[src/rtl/arb_pkg.sv]
// Shared constants and sizing helpers for the round-robin / fixed-priority arbiter.
package arb_pkg;

    localparam int unsigned ARB_FIXED = 0;
    localparam int unsigned ARB_RR    = 1;

    // Smallest b with 2**b >= x, never less than 1 bit.
    function automatic int unsigned clog2(input int unsigned x);
        int unsigned b;
        b = 1;
        for (int i = 1; i < 32; i++) begin
            if ((64'd1 << i) < 64'(x)) begin
                b = i + 1;
            end
        end
        return b;
    endfunction

endpackage

[src/rtl/arb_rr_if.sv]
// Request/grant bundle between the requesters (master) and the arbiter (slave).
interface arb_rr_if #(
    parameter int unsigned N = 7
) ();
    import arb_pkg::*;

    localparam int unsigned W = clog2(N + 1);

    logic         e;   // enable; low freezes the arbiter
    logic [N:1]   a;   // request vector
    logic [W-1:0] y;   // encoded grantee, 0 = none
    logic [N:1]   g;   // one-hot grant
    logic         v;   // grant valid

    modport master (output e, a, input y, g, v);
    modport slave  (input e, a, output y, g, v);

endinterface

[src/rtl/arb_pick.sv]
// Circular find-first: first requester at or after start (wrapping N -> 1), skipping excl.
module arb_pick import arb_pkg::*; #(
    parameter int unsigned N = 7,
    parameter int unsigned W = clog2(N + 1)
) (
    input  logic [N:1]   a,
    input  logic [W-1:0] start,
    input  logic [W-1:0] excl,
    output logic [W-1:0] w
);

    logic [N-1:0]   req;
    logic [2*N-1:0] rot;

    // Mask out the excluded index; bit i-1 of req stands for requester i.
    always_comb begin
        req = '0;
        for (int i = 1; i <= N; i++) begin
            req[i-1] = a[i] && (excl != W'(i));
        end
    end

    // Rotate so that start lands at bit 0, then take the lowest set bit and map it back.
    always_comb begin
        int unsigned base;
        int unsigned idx;
        base = (start == '0) ? 0 : 32'(start) - 1;
        idx  = 0;
        rot  = {req, req} >> base;
        w    = '0;
        for (int k = N - 1; k >= 0; k--) begin
            if (rot[k]) begin
                idx = base + unsigned'(k);
                if (idx >= N) begin
                    idx = idx - N;
                end
                w = W'(idx + 1);
            end
        end
    end

endmodule

[src/rtl/arb_rr.sv]
// N-way bus arbiter with registered grant, grant tenure and optional tenure-limit preemption.
module arb_rr import arb_pkg::*; #(
    parameter int unsigned N    = 7,
    parameter int unsigned MODE = ARB_FIXED,
    parameter int unsigned TMAX = 0
) (
    input  logic     c,
    input  logic     r,
    arb_rr_if.slave  bus
);

    localparam int unsigned W  = clog2(N + 1);
    localparam int unsigned TW = clog2(TMAX + 1);

    localparam logic [W-1:0]  PN   = W'(N);
    localparam logic [TW-1:0] TLIM = TW'(TMAX);

    logic [W-1:0]  y_q, y_d;
    logic [W-1:0]  p_q, p_d;
    logic [N:1]    g_q, g_d;
    logic          v_q, v_d;
    logic [TW-1:0] t_q, t_d;

    logic [W-1:0]  start;
    logic [W-1:0]  excl;
    logic [W-1:0]  w;
    logic [N:1]    g_w;
    logic          held;

    // Search origin: always 1 in fixed mode, one past the last grantee in round-robin mode.
    always_comb begin
        if (MODE == ARB_RR) begin
            start = (p_q == PN) ? W'(1) : p_q + W'(1);
        end else begin
            start = W'(1);
        end
    end

    // The current holder still requesting; only then is it excluded from the search (preempt).
    assign held = |(bus.a & g_q);
    assign excl = held ? y_q : '0;

    arb_pick #(
        .N (N),
        .W (W)
    ) u_pick (
        .a     (bus.a),
        .start (start),
        .excl  (excl),
        .w     (w)
    );

    // One-hot form of the picked winner.
    always_comb begin
        g_w = '0;
        for (int i = 1; i <= N; i++) begin
            g_w[i] = (w == W'(i));
        end
    end

    // Next-state: idle grant, release handover, tenure-limit preempt, or hold.
    always_comb begin
        y_d = y_q;
        g_d = g_q;
        v_d = v_q;
        t_d = t_q;
        p_d = p_q;
        if (bus.e) begin
            if (!v_q || !held) begin
                // Idle or released: hand over with no bubble, or fall idle.
                if (w != '0) begin
                    y_d = w;
                    g_d = g_w;
                    v_d = 1'b1;
                    t_d = TW'(1);
                    p_d = w;
                end else begin
                    y_d = '0;
                    g_d = '0;
                    v_d = 1'b0;
                    t_d = '0;
                end
            end else if ((TMAX != 0) && (t_q == TLIM) && (w != '0)) begin
                // Tenure exhausted and someone else waiting.
                y_d = w;
                g_d = g_w;
                v_d = 1'b1;
                t_d = TW'(1);
                p_d = w;
            end else if (TMAX == 0) begin
                t_d = TW'(1);
            end else if (t_q != TLIM) begin
                t_d = t_q + TW'(1);
            end
        end
    end

    // State registers; reset leaves the pointer at N so the first search starts at 1.
    always_ff @(posedge c or posedge r) begin
        if (r) begin
            y_q <= '0;
            g_q <= '0;
            v_q <= 1'b0;
            t_q <= '0;
            p_q <= PN;
        end else begin
            y_q <= y_d;
            g_q <= g_d;
            v_q <= v_d;
            t_q <= t_d;
            p_q <= p_d;
        end
    end

    assign bus.y = y_q;
    assign bus.g = g_q;
    assign bus.v = v_q;

    // Grant is one-hot or zero and agrees with the encoded grantee.
    always_ff @(posedge c) begin
        if (!r) begin
            assert ($onehot0(g_q));
            assert (v_q == (|g_q));
            assert (g_q == ((y_q == '0) ? '0 : (N'(1) << (y_q - W'(1)))));
        end
    end

endmodule

[src/flat_wrapper.sv]
// flat-port wrapper written by rule: the top's interface ports become plain ports
module arb_rr_flat import arb_pkg::*;
#(
    parameter int unsigned N    = 7,
    parameter int unsigned MODE = ARB_FIXED,
    parameter int unsigned TMAX = 0
)
  (c, r, bus_e, bus_a, bus_y, bus_g, bus_v);
  arb_rr_if #(.N(N)) bus_i ();
  input  logic c;
  input  logic r;
  input wire logic [$bits(bus_i.e)-1:0] bus_e;
  input wire logic [$bits(bus_i.a)-1:0] bus_a;
  output wire logic [$bits(bus_i.y)-1:0] bus_y;
  output wire logic [$bits(bus_i.g)-1:0] bus_g;
  output wire logic [$bits(bus_i.v)-1:0] bus_v;
  assign bus_i.e = bus_e;
  assign bus_i.a = bus_a;
  assign bus_y = bus_i.y;
  assign bus_g = bus_i.g;
  assign bus_v = bus_i.v;
  arb_rr #(.N(N), .MODE(MODE), .TMAX(TMAX)) u_core (.c(c), .r(r), .bus(bus_i));
endmodule
[config.mk]
export PLATFORM = sky130hd
export DESIGN_NAME = arb_rr_flat
export DESIGN_NICKNAME = d
export VERILOG_FILES = /design/src/rtl/arb_pkg.sv /design/src/rtl/arb_rr_if.sv /design/src/rtl/arb_pick.sv /design/src/rtl/arb_rr.sv /design/src/flat_wrapper.sv
export SDC_FILE = /design/constraint.sdc
export NUM_CORES = 1
export LEC_CHECK = 0
export BUFFER_PORTS_ARGS = -buffer_cell sky130_fd_sc_hd__buf_2
export CORE_MARGIN = 1.5
export CORE_UTILIZATION = 35
export CTS_CLUSTER_SIZE = 16
export DETAILED_ROUTE_END_ITERATION = 7
export PLACE_DENSITY = 0.53
export SLEW_MARGIN = 5
export SYNTH_ARGS = -nofsm -noshare
export SYNTH_HDL_FRONTEND = slang
export SYNTH_HIERARCHICAL = 1
export SYNTH_SLANG_ARGS = --single-unit
[constraint.sdc]
create_clock -name c -period 3.3 [get_ports c]
set_input_delay 0.165 -clock c [delete_from_list [all_inputs] [get_ports c]]
set_output_delay 0.165 -clock c [all_outputs]
set_load 0.05 [all_outputs]
; ---- Word level (Yosys, flattened, before mapping)
; Index checks and enable logic that the tools add are counted.
[word_totals]
output_inout_bits = 11
register_bits = 11
[classes]
muxes = 18
n_reduce_logical = 13
add_sub_neg = 7
bitwise = 1
eq_ne = 14
[ops]
columns = operator, count
row1 = 2-to-1 mux 3 bit, 16
row2 = adder 3 x 1 -> 3 bit (second input constant), 7
row3 = == test 3 bit (second input constant), 4
row4 = != test 3 bit (second input constant), 4
row5 = bitwise AND 7 bit, 1
row6 = logical AND 1 bit, 7
row7 = 2-to-1 mux 7 bit, 1
row8 = OR reduction 7 bit, 1
row9 = == test 3 x 2 -> 1 bit (second input constant), 2
row10 = != test 3 x 2 -> 1 bit (second input constant), 2
row11 = == test 3 x 1 -> 1 bit (second input constant), 1
row12 = != test 3 x 1 -> 1 bit (second input constant), 1
row13 = nonzero test 3 bit, 1
row14 = zero test 1 bit, 2
row15 = AND reduction 2 bit, 1
row16 = logical OR 1 bit, 1
row17 = 2-to-1 mux 1 bit, 1

; ---- Longest topological paths before layout
; Gate-level depths: netlist (run 1).
[logic_depth]
word_depth = 16
depth_mapped = 28
depth_no_buf = 24

; ---- Hierarchy
; The synthesis (run 1) kept the hierarchy.
[modules_own_cells]
columns = module, instances, cells_per_inst, area_each_um2
row1 = arb_pick, 1, 234, 1869.3
row2 = arb_rr, 1, 47, 589.3

; ---- Least setup slack after synthesis (run 1)
; OpenSTA, ideal clock, no wires.
[synth_path]
kind = register -> register
from = reg u_core.g_q (netlist bit u_core/bus.g[2])
to = reg u_core.g_q (netlist bit u_core/bus.g[6])
arrival_time_ns = 3.506
slack_ns = -0.331
n_path_buf = 1
period_less_slack_ns = 3.631
stages_incl_launch_ff = 14
path_cell_list = dfrtp_1 > a22oi_1 > nand4_1 > and2_1 > clkbuf_1 > o21a_1 > o32ai_1 > mux2i_1 > o21ai_0 > and4b_1 > o311ai_1 > a31oi_1 > and3b_1 > mux2_4
[synth_via]
elab_chain_len = 14
word_cells_on_any_way = 30
[synth_rtl]
columns = item, line
row1 = start: declaration, arb_rr.sv:20  ; logic [N:1] g_q, g_d;
row2 = start signal: assignment, arb_rr.sv:108  ; g_q <= g_d;
row3 = bitwise AND 7 bit *, arb_rr.sv:40  ; assign held = |(bus.a & g_q);
row4 = OR reduction 7 bit *, arb_rr.sv:40
row5 = 2-to-1 mux 3 bit *, arb_rr.sv:41  ; assign excl = held ? y_q : '0;
row6 = named net u_core.excl[0], arb_rr.sv:25  ; logic [W-1:0] excl;
row7 = != test 3 bit, arb_pick.sv:19  ; req[i-1] = a[i] && (excl != W'(i));
row8 = logical AND 1 bit, arb_pick.sv:19
row9 = 2-to-1 mux 3 bit (6 in a row), arb_pick.sv:32  ; if (rot[k]) begin
row10 = 2-to-1 mux 3 bit *, arb_pick.sv:32
row11 = named net u_core.w[0], arb_rr.sv:26  ; logic [W-1:0] w;
row12 = == test 3 bit / nonzero test 3 bit (equally long branches), "arb_rr.sv:57, arb_rr.sv:71"
row13 = 2-to-1 mux 7 bit *, arb_rr.sv:71  ; if (w != '0) begin
; Mark *: on every way through the listed nets, which the timed path passes. The rest lies on a longest branch.
; A chain may end at the register's enable or synchronous reset.

; ---- Worst setup path after layout (run 1)
[layout_path]
from = reg u_core.g_q (netlist bit u_core/bus.g[3])
to = reg u_core.g_q (netlist bit u_core/bus.g[3])
[layout_via]
elab_chain_len = 14
word_cells_on_any_way = 30
[layout_rtl]
columns = item, line
row1 = bitwise AND 7 bit *, arb_rr.sv:40
row2 = OR reduction 7 bit *, arb_rr.sv:40
row3 = 2-to-1 mux 3 bit *, arb_rr.sv:41
row4 = named net u_core.excl[0], arb_rr.sv:25
row5 = != test 3 bit, arb_pick.sv:19
row6 = logical AND 1 bit, arb_pick.sv:19
row7 = 2-to-1 mux 3 bit (6 in a row), arb_pick.sv:32
row8 = 2-to-1 mux 3 bit *, arb_pick.sv:32
row9 = named net u_core.w[1], arb_rr.sv:26
row10 = == test 3 x 2 -> 1 bit / nonzero test 3 bit (equally long branches), "arb_rr.sv:57, arb_rr.sv:71"
row11 = 2-to-1 mux 7 bit *, arb_rr.sv:71
; Marked as above.

==> results of run 1 <==
## metrics by stage
stage / power (uW) / setup TNS [ns] / hold WS (ns)
2_1_floorplan: 1280 / 0 / 0.0170
3_3_place_gp: 1580 / -0.0221 / 0.187
3_5_place_dp: 1580 / -0.255 / 0.203
4_1_cts: 1740 / -0.0541 / 0.198
5_1_grt: 2210 / -0.111 / 0.206
6_report: 2070 / 0 / 0.204
## cell families after synthesis
group           count (synthesis)  synth area share
flops                          11             0.112
simple gates                   95             0.247
xor+xnor                       14            0.0499
buf+inv                        30            0.0519
fa+ha+maj                      38             0.193
compound gates                 69             0.213
other cells                     2           0.00305
mux                            22             0.130
## repair_timing
| item | CTS | global route |
|---|---|---|
| endpoints found under the setup margin | 7 | 10 |
| hold buffers | 1 | 0 |
| pin swaps | 1 | 12 |
| cloned | 0 | 1 |
| endpoints found under the hold margin | 11 | 0 |
| resized for setup | 3 | 23 |
| setup buffers | 0 | 12 |
## critical path: stages, from the launching register on
cell and delay (ns):
dfrtp_2 0.42, a22oi_2 0.22, nand4_1 0.17, and2_4 0.19, or3b_4 0.23, a32oi_2 0.10, mux4_2 0.55, buf_6 0.15
or2_4 0.23, a32oi_4 0.26, o21ai_4 0.12, and3b_1 0.20, mux2_2 0.26
## worst paths after layout
kind                                             startpoint                          end  slack, ns  cells past startpoint
worst max-delay path            u_core/bus.g[3]$_DFFE_PP0P_  u_core/bus.g[3]$_DFFE_PP0P_       0.08                     12
worst max register to register  u_core/bus.g[3]$_DFFE_PP0P_  u_core/bus.g[3]$_DFFE_PP0P_       0.08                     12
worst min register to register  u_core/bus.g[6]$_DFFE_PP0P_  u_core/bus.g[6]$_DFFE_PP0P_       0.55                      1
min in group asynchronous                                 r  u_core/bus.g[5]$_DFFE_PP0P_       0.48                      3
worst min-delay path                                  bus_e     u_core/bus.v$_DFFE_PP0P_       0.20                      3
max in group asynchronous                                 r  u_core/bus.g[7]$_DFFE_PP0P_       2.46                      3
## layout make-up
| type | count | share of cell area |
|---|---|---|
| inverters | 17 | 0.0204 |
| well taps | 96 | 0.0383 |
| flip-flops and latches | 11 | 0.0902 |
| multi-input cells | 256 | 0.727 |
| repair buffers | 51 | 0.109 |
| clock buffers | 4 | 0.0144 |
## synthesized netlist by cell type (4+ instances only)
| library cell | n |
|---|---|
| clkbuf_1 | 6 |
| and2_1 | 6 |
| o22ai_1 | 5 |
| xnor2_1 | 11 |
| mux4_2 | 4 |
| dfrtp_1 | 11 |
| o221ai_1 | 4 |
| o2111ai_1 | 4 |
| nand2b_1 | 5 |
| a21oi_1 | 8 |
| nand2_1 | 20 |
| mux2i_1 | 6 |
| nor4b_1 | 4 |
| o21a_1 | 6 |
| nor3_1 | 4 |
| a32oi_1 | 4 |
| and3b_1 | 5 |
| nor2_1 | 12 |
| o21ai_0 | 12 |
| mux2_4 | 9 |
| a22oi_1 | 5 |
| nor3b_1 | 4 |
| buf_2 | 6 |
| or3b_2 | 4 |
| ha_1 | 38 |
| inv_1 | 15 |
## routing by layer
| metal | vias up | GRT usage | wire length [um] |
|---|---|---|---|
| met5 | - | 0 | 0 |
| met4 | 0 | 0.0337 | 78 |
| met3 | 7 | 0.0171 | 142 |
| met2 | 35 | 0.295 | 3160 |
| met1 | 1079 | 0.268 | 3360 |
| li1 | 1170 | - | - |
## flip-flops by register name, indices dropped and copies added (netlist names)
register / cells
u_core/bus.v: 1
u_core/bus.g: 7
u_core/bus.y: 3
## power by group
| group | leakage, uW | internal, uW | switching [uW] | total (uW) |
|---|---|---|---|---|
| Combinational | 0.00125 | 787 | 878 | 1660 |
| Clock | 0.0000228 | 85.0 | 53.4 | 138 |
| Sequential | 0.000129 | 204 | 63.3 | 268 |
==> results.sh, run 1 <==
export IMPL_die_height_um=86.8
export IMPL_maxSlewHeadroom=0.575
export IMPL_yosys_cell_types_count=65
export IMPL_tightest_slew_ns=0.637
export IMPL_n_fill_cell=695
export IMPL_clock_tree_root_cell="clkbuf_8"
export IMPL_finalHoldViolCount=0
export IMPL_place_ws_ns=-0.0729
export IMPL_io_pin_count=21
export IMPL_setup_viol_count_final=0
export IMPL_netlist_area_sq_um=2460
export IMPL_final_worst_setup_slack_ns=0.0828
export IMPL_cts_sink_count=11
export IMPL_drt_iter0_markers=102
export IMPL_netlist_top_cells_area="ha_1 (19%), dfrtp_1 (11%), mux2_4 (5.5%), xnor2_1 (3.9%), mux4_2 (3.7%)"
export IMPL_layout_cell_area_non_filler_sq_um=3130
export IMPL_die_width_um=86.8
export IMPL_design_core_area_sq_um=6790
export IMPL_cap_viol_max_count=0
export IMPL_critPathArrivalTime_ns=3.34
export IMPL_vias_post_dr=2291
export IMPL_htreeDepth=1
export IMPL_post_route_cells_drive_above_1_share=0.327
export IMPL_seq_area_sq_um=283
export IMPL_cts_tree="built"
export IMPL_layout_commonest_cell="ha_1"
export IMPL_crit_required_ns=3.43
export IMPL_die_area_sq_um=7540
export IMPL_grt_setup_unrepaired="true"
export IMPL_gr_total_overflow=0
export IMPL_syn_mean_instance_area_sq_um=8.75
export IMPL_drtPass1Iterations=4
export IMPL_post_dp_cell_area_sq_um=2850
export IMPL_number_of_global_route_vias_before_repair=2186
export IMPL_drc=0
export IMPL_fin_crit_ns=3.22
export IMPL_timing_worst_setup_path_type="register to register"
export IMPL_io_buffer_count=20
export IMPL_postLayoutCoreUtil=0.461
export IMPL_largest_net_degree_at_the_start_of_global_routing=20
export IMPL_worst_setup_hold_path_clk_slew_ns=0.05
export IMPL_synth_ff_latch_count=11
export IMPL_synth_edf_count=0
export IMPL_worst_skew_pair_late_latency_ns=0.24
export IMPL_final_cells=435
export IMPL_cts_inserted_buffers=3
export IMPL_globalplace_congestion=0.832
export IMPL_cellLeakagePower_uw=0.00140
export IMPL_slew_viol_final=0
export IMPL_combined_area_of_the_multi_input_logic_cells_sq_um=2280
export IMPL_seq_area_frac_synth=0.112
export IMPL_skew_ns=0.00474
export IMPL_detail_route_vias_per_cell=5.27
export IMPL_share_of_flip_flops_with_an_asynchronous_set_or_reset=1.00
export IMPL_wirelength_um=6740
export IMPL_worstPathMaxFanout=5
export IMPL_synth_top_cell_area_share=0.193
export IMPL_post_dp_hpwl_um=5120
export IMPL_synth_area_leader="ha_1"
export IMPL_floorplan_initialDensity=0.362
export IMPL_grtUsageTotal=0.184
export IMPL_fp_row_count=30
export IMPL_ant_nets=0
export IMPL_top_library_cells_by_usage_in_the_layout_fill_and_taps_aside="ha_1 (38), buf_4 (28), buf_2 (20), nand2_1 (20), conb_1 (17)"
export IMPL_synth_main_ff_cell="dfrtp_1"
export IMPL_number_of_cells_produced_by_synthesis=281
export IMPL_antenna_cells=0
export IMPL_syn2layout_area_growth_pct=27.5
export IMPL_worst_ir_drop_vdd_mv=0.533
export IMPL_hp_class="primary input to register"
export IMPL_final_min_period_over_clock_period=0.975
export IMPL_total_instance_count_after_detailed_placement=417
export IMPL_wire_per_inst_um=15.5
export IMPL_cts_max_path_buffers=2
export IMPL_power_density_nw_per_um2=661
export IMPL_timing_fmax_mhz=311
export IMPL_startpoint_type="register"
export IMPL_synth_warnings=6
export IMPL_number_of_antenna_violations_at_the_first_check_in_global_routing=0
export IMPL_result_of_the_run="completed"
export IMPL_nNetsFinal=388
export IMPL_grt_pass1_wl_um=10900
export IMPL_worst_setup_path_end_kind="register"
No activity file was read; power rests on OpenSTA's default activity.
==> run 2: changes to the inputs <==
Settings changed: PLACE_DENSITY 0.53 to unset.
==> run 2 against run 1 <==
  * Setup slack got worse by 0.027 ns
  * First-iteration DRC count fell by 2.0%
  * Power rose by 2.2%
  * Routed wire length rose by 3.8%
  * Flip-flop and latch count did not move
  * Clock power barely moved
  * Core utilization rose by 0.64 points
  * Cell count fell by 0.92%
  * Clock-buffer cell count did not move
  * Sequential power fell by 3%
  * Combinational power rose by 4%
  * Critical endpoint is now u_core/bus.g[6]$_DFFE_PP0P_
  * Largest power group unchanged
==> results.sh, run 2 (same netlist as run 1, synthesis figures left out) <==
export IMPL_detail_route_vias_per_cell=5.42
export IMPL_post_route_cells_drive_above_1_share=0.331
export IMPL_n_fill_cell=660
export IMPL_layout_cell_area_non_filler_sq_um=3180
export IMPL_ant_nets=0
export IMPL_nNetsFinal=384
export IMPL_antenna_cells=0
export IMPL_largest_register_ff_count=7
export IMPL_crit_required_ns=3.42
export IMPL_globalplace_congestion=0.861
export IMPL_critPathArrivalTime_ns=3.37
export IMPL_cts_tree="built"
export IMPL_cap_viol_max_count=0
export IMPL_final_cells=431
export IMPL_groute_layer_met1_usage=0.256
export IMPL_timing_fmax_mhz=308
export IMPL_final_worst_setup_slack_ns=0.0554
export IMPL_total_instance_count_after_detailed_placement=413
export IMPL_post_dp_hpwl_um=4900
export IMPL_wirelength_um=7000
export IMPL_htreeDepth=1
export IMPL_finalHoldViolCount=0
export IMPL_seq_area_sq_um=283
export IMPL_grt_setup_unrepaired="true"
export IMPL_drt_iter0_markers=100
export IMPL_clock_tree_root_cell="clkbuf_8"
export IMPL_grt_pass1_wl_um=10600
export IMPL_die_width_um=86.8
export IMPL_postLayoutCoreUtil=0.468
export IMPL_post_dp_cell_area_sq_um=2820
export IMPL_cellLeakagePower_uw=0.00139
export IMPL_timing_critical_path_slowest_stage_cell="mux4_2"
export IMPL_vias_post_dr=2337
export IMPL_syn2layout_area_growth_pct=29.3
export IMPL_number_of_antenna_violations_at_the_first_check_in_global_routing=0
export IMPL_startpoint_type="register"
export IMPL_final_min_period_over_clock_period=0.983
export IMPL_grtUsageTotal=0.179
export IMPL_worst_setup_path_end_kind="register"
export IMPL_slew_viol_final=0
export IMPL_place_ws_ns=-0.0411
export IMPL_timing_worst_setup_path_type="register to register"
export IMPL_fp_row_count=30
export IMPL_timing_critical_path_max_delay_family="simple AND/OR/NAND/NOR gates"
export IMPL_cts_sink_count=11
export IMPL_layout_commonest_cell="ha_1"
export IMPL_skew_ns=0.00526
export IMPL_drc=0
export IMPL_hp_class="primary input to register"
export IMPL_gr_total_overflow=0
export IMPL_gr_usage_met3=0.0190
export IMPL_grt_busiest_layer="met2"
export IMPL_worst_path_largest_cell_delay_ns=0.56
export IMPL_cts_max_path_buffers=2
export IMPL_wire_per_inst_um=16.2
export IMPL_grt_use_met2=0.283
export IMPL_io_pin_count=21
export IMPL_floorplan_initialDensity=0.362
export IMPL_crit_chain="a22oi_2 > nand4_1 > and2_4 > or3b_4 > a32oi_2 > mux4_2 > buf_6 > or2_4 > a32oi_4 > o21ai_4 > and3b_1 > mux2_4"
export IMPL_worstPathBufferInverterCount=1
export IMPL_power_density_nw_per_um2=666
export IMPL_fin_crit_ns=3.24
export IMPL_worst_skew_pair_late_latency_ns=0.24
export IMPL_maxSlewHeadroom=0.577
export IMPL_combined_area_of_the_multi_input_logic_cells_sq_um=2360
export IMPL_worst_setup_hold_path_clk_slew_ns=0.05
export IMPL_io_buffer_count=20
export IMPL_cts_inserted_buffers=3
export IMPL_die_height_um=86.8
export IMPL_number_of_global_route_vias_before_repair=2116
export IMPL_worst_ir_drop_vdd_mv=0.703
export IMPL_design_core_area_sq_um=6790
export IMPL_top_library_cells_by_usage_in_the_layout_fill_and_taps_aside="ha_1 (38), buf_4 (23), buf_2 (20), nand2_1 (20), conb_1 (17)"
export IMPL_tightest_slew_ns=0.635
export IMPL_setup_viol_count_final=0
export IMPL_die_area_sq_um=7540
export IMPL_worstPathMaxFanout=6
export IMPL_drtPass1Iterations=4
export IMPL_largest_net_degree_at_the_start_of_global_routing=20
export IMPL_report_power_total_uw=2120
export IMPL_result_of_the_run="completed"
## run 2: worst min-delay path: cells and delay by family
family | cells | cell delay (ns)
buffers and inverters | 1 | 0.11
and+or+nand+nor | 1 | 0.08
AOI/OAI and AO/OA | 1 | 0.05
## run 2: path summary, 6_finish.rpt
kind / slack, ns / startpoint / cells after the start / to
max: 0.06 / u_core/bus.g[3]$_DFFE_PP0P_ / 12 / u_core/bus.g[6]$_DFFE_PP0P_
min: 0.20 / bus_e / 3 / u_core/bus.v$_DFFE_PP0P_
max reg2reg: 0.06 / u_core/bus.g[3]$_DFFE_PP0P_ / 12 / u_core/bus.g[6]$_DFFE_PP0P_
min reg2reg: 0.55 / u_core/bus.g[7]$_DFFE_PP0P_ / 1 / u_core/bus.g[7]$_DFFE_PP0P_
max in group asynchronous: 2.48 / r / 3 / u_core/bus.g[6]$_DFFE_PP0P_
min in group asynchronous: 0.48 / r / 3 / u_core/bus.y[1]$_DFFE_PP0P_
## run 2: timing repair
| action | CTS | global route |
|---|---|---|
| hold buffers | 1 | 0 |
| pin swaps | 1 | 11 |
| resized for setup | 3 | 31 |
| endpoints found under the setup margin | 7 | 10 |
| setup buffers | 0 | 11 |
| gates cloned | 0 | 2 |
| endpoints found under the hold margin | 11 | 0 |
## run 2: area by class of cell
class	instances	area share
clock buffers	4	0.0142
inverters	17	0.0201
multi-input cells	257	0.743
flip-flops and latches	11	0.0890
well taps	96	0.0378
repair buffers	46	0.0961
## run 2: power by group
group / internal (uW) / switching, uW / leakage, uW
combinational: 786 / 933 / 0.00124
clock: 85.1 / 54.2 / 0.0000228
sequential: 204 / 54.5 / 0.000129
total: 1080 / 1040 / 0.00139
## run 2: through the flow
stage	hold WS [ns]	setup TNS (ns)
detailed placement	0.187	-0.128
CTS	0.194	-0.0319
global placement	0.182	-0.0891
finish	0.201	0
floorplan	0.0170	0
global route	0.243	-0.208
## run 2: metal layers
metal  up-vias  wire, um  part of all wire
met2        42      3400              0.49
met4         0        76             0.011
met5         -         0                 0
li1       1169         -                 -
met3         6       177             0.025
met1      1120      3350              0.48
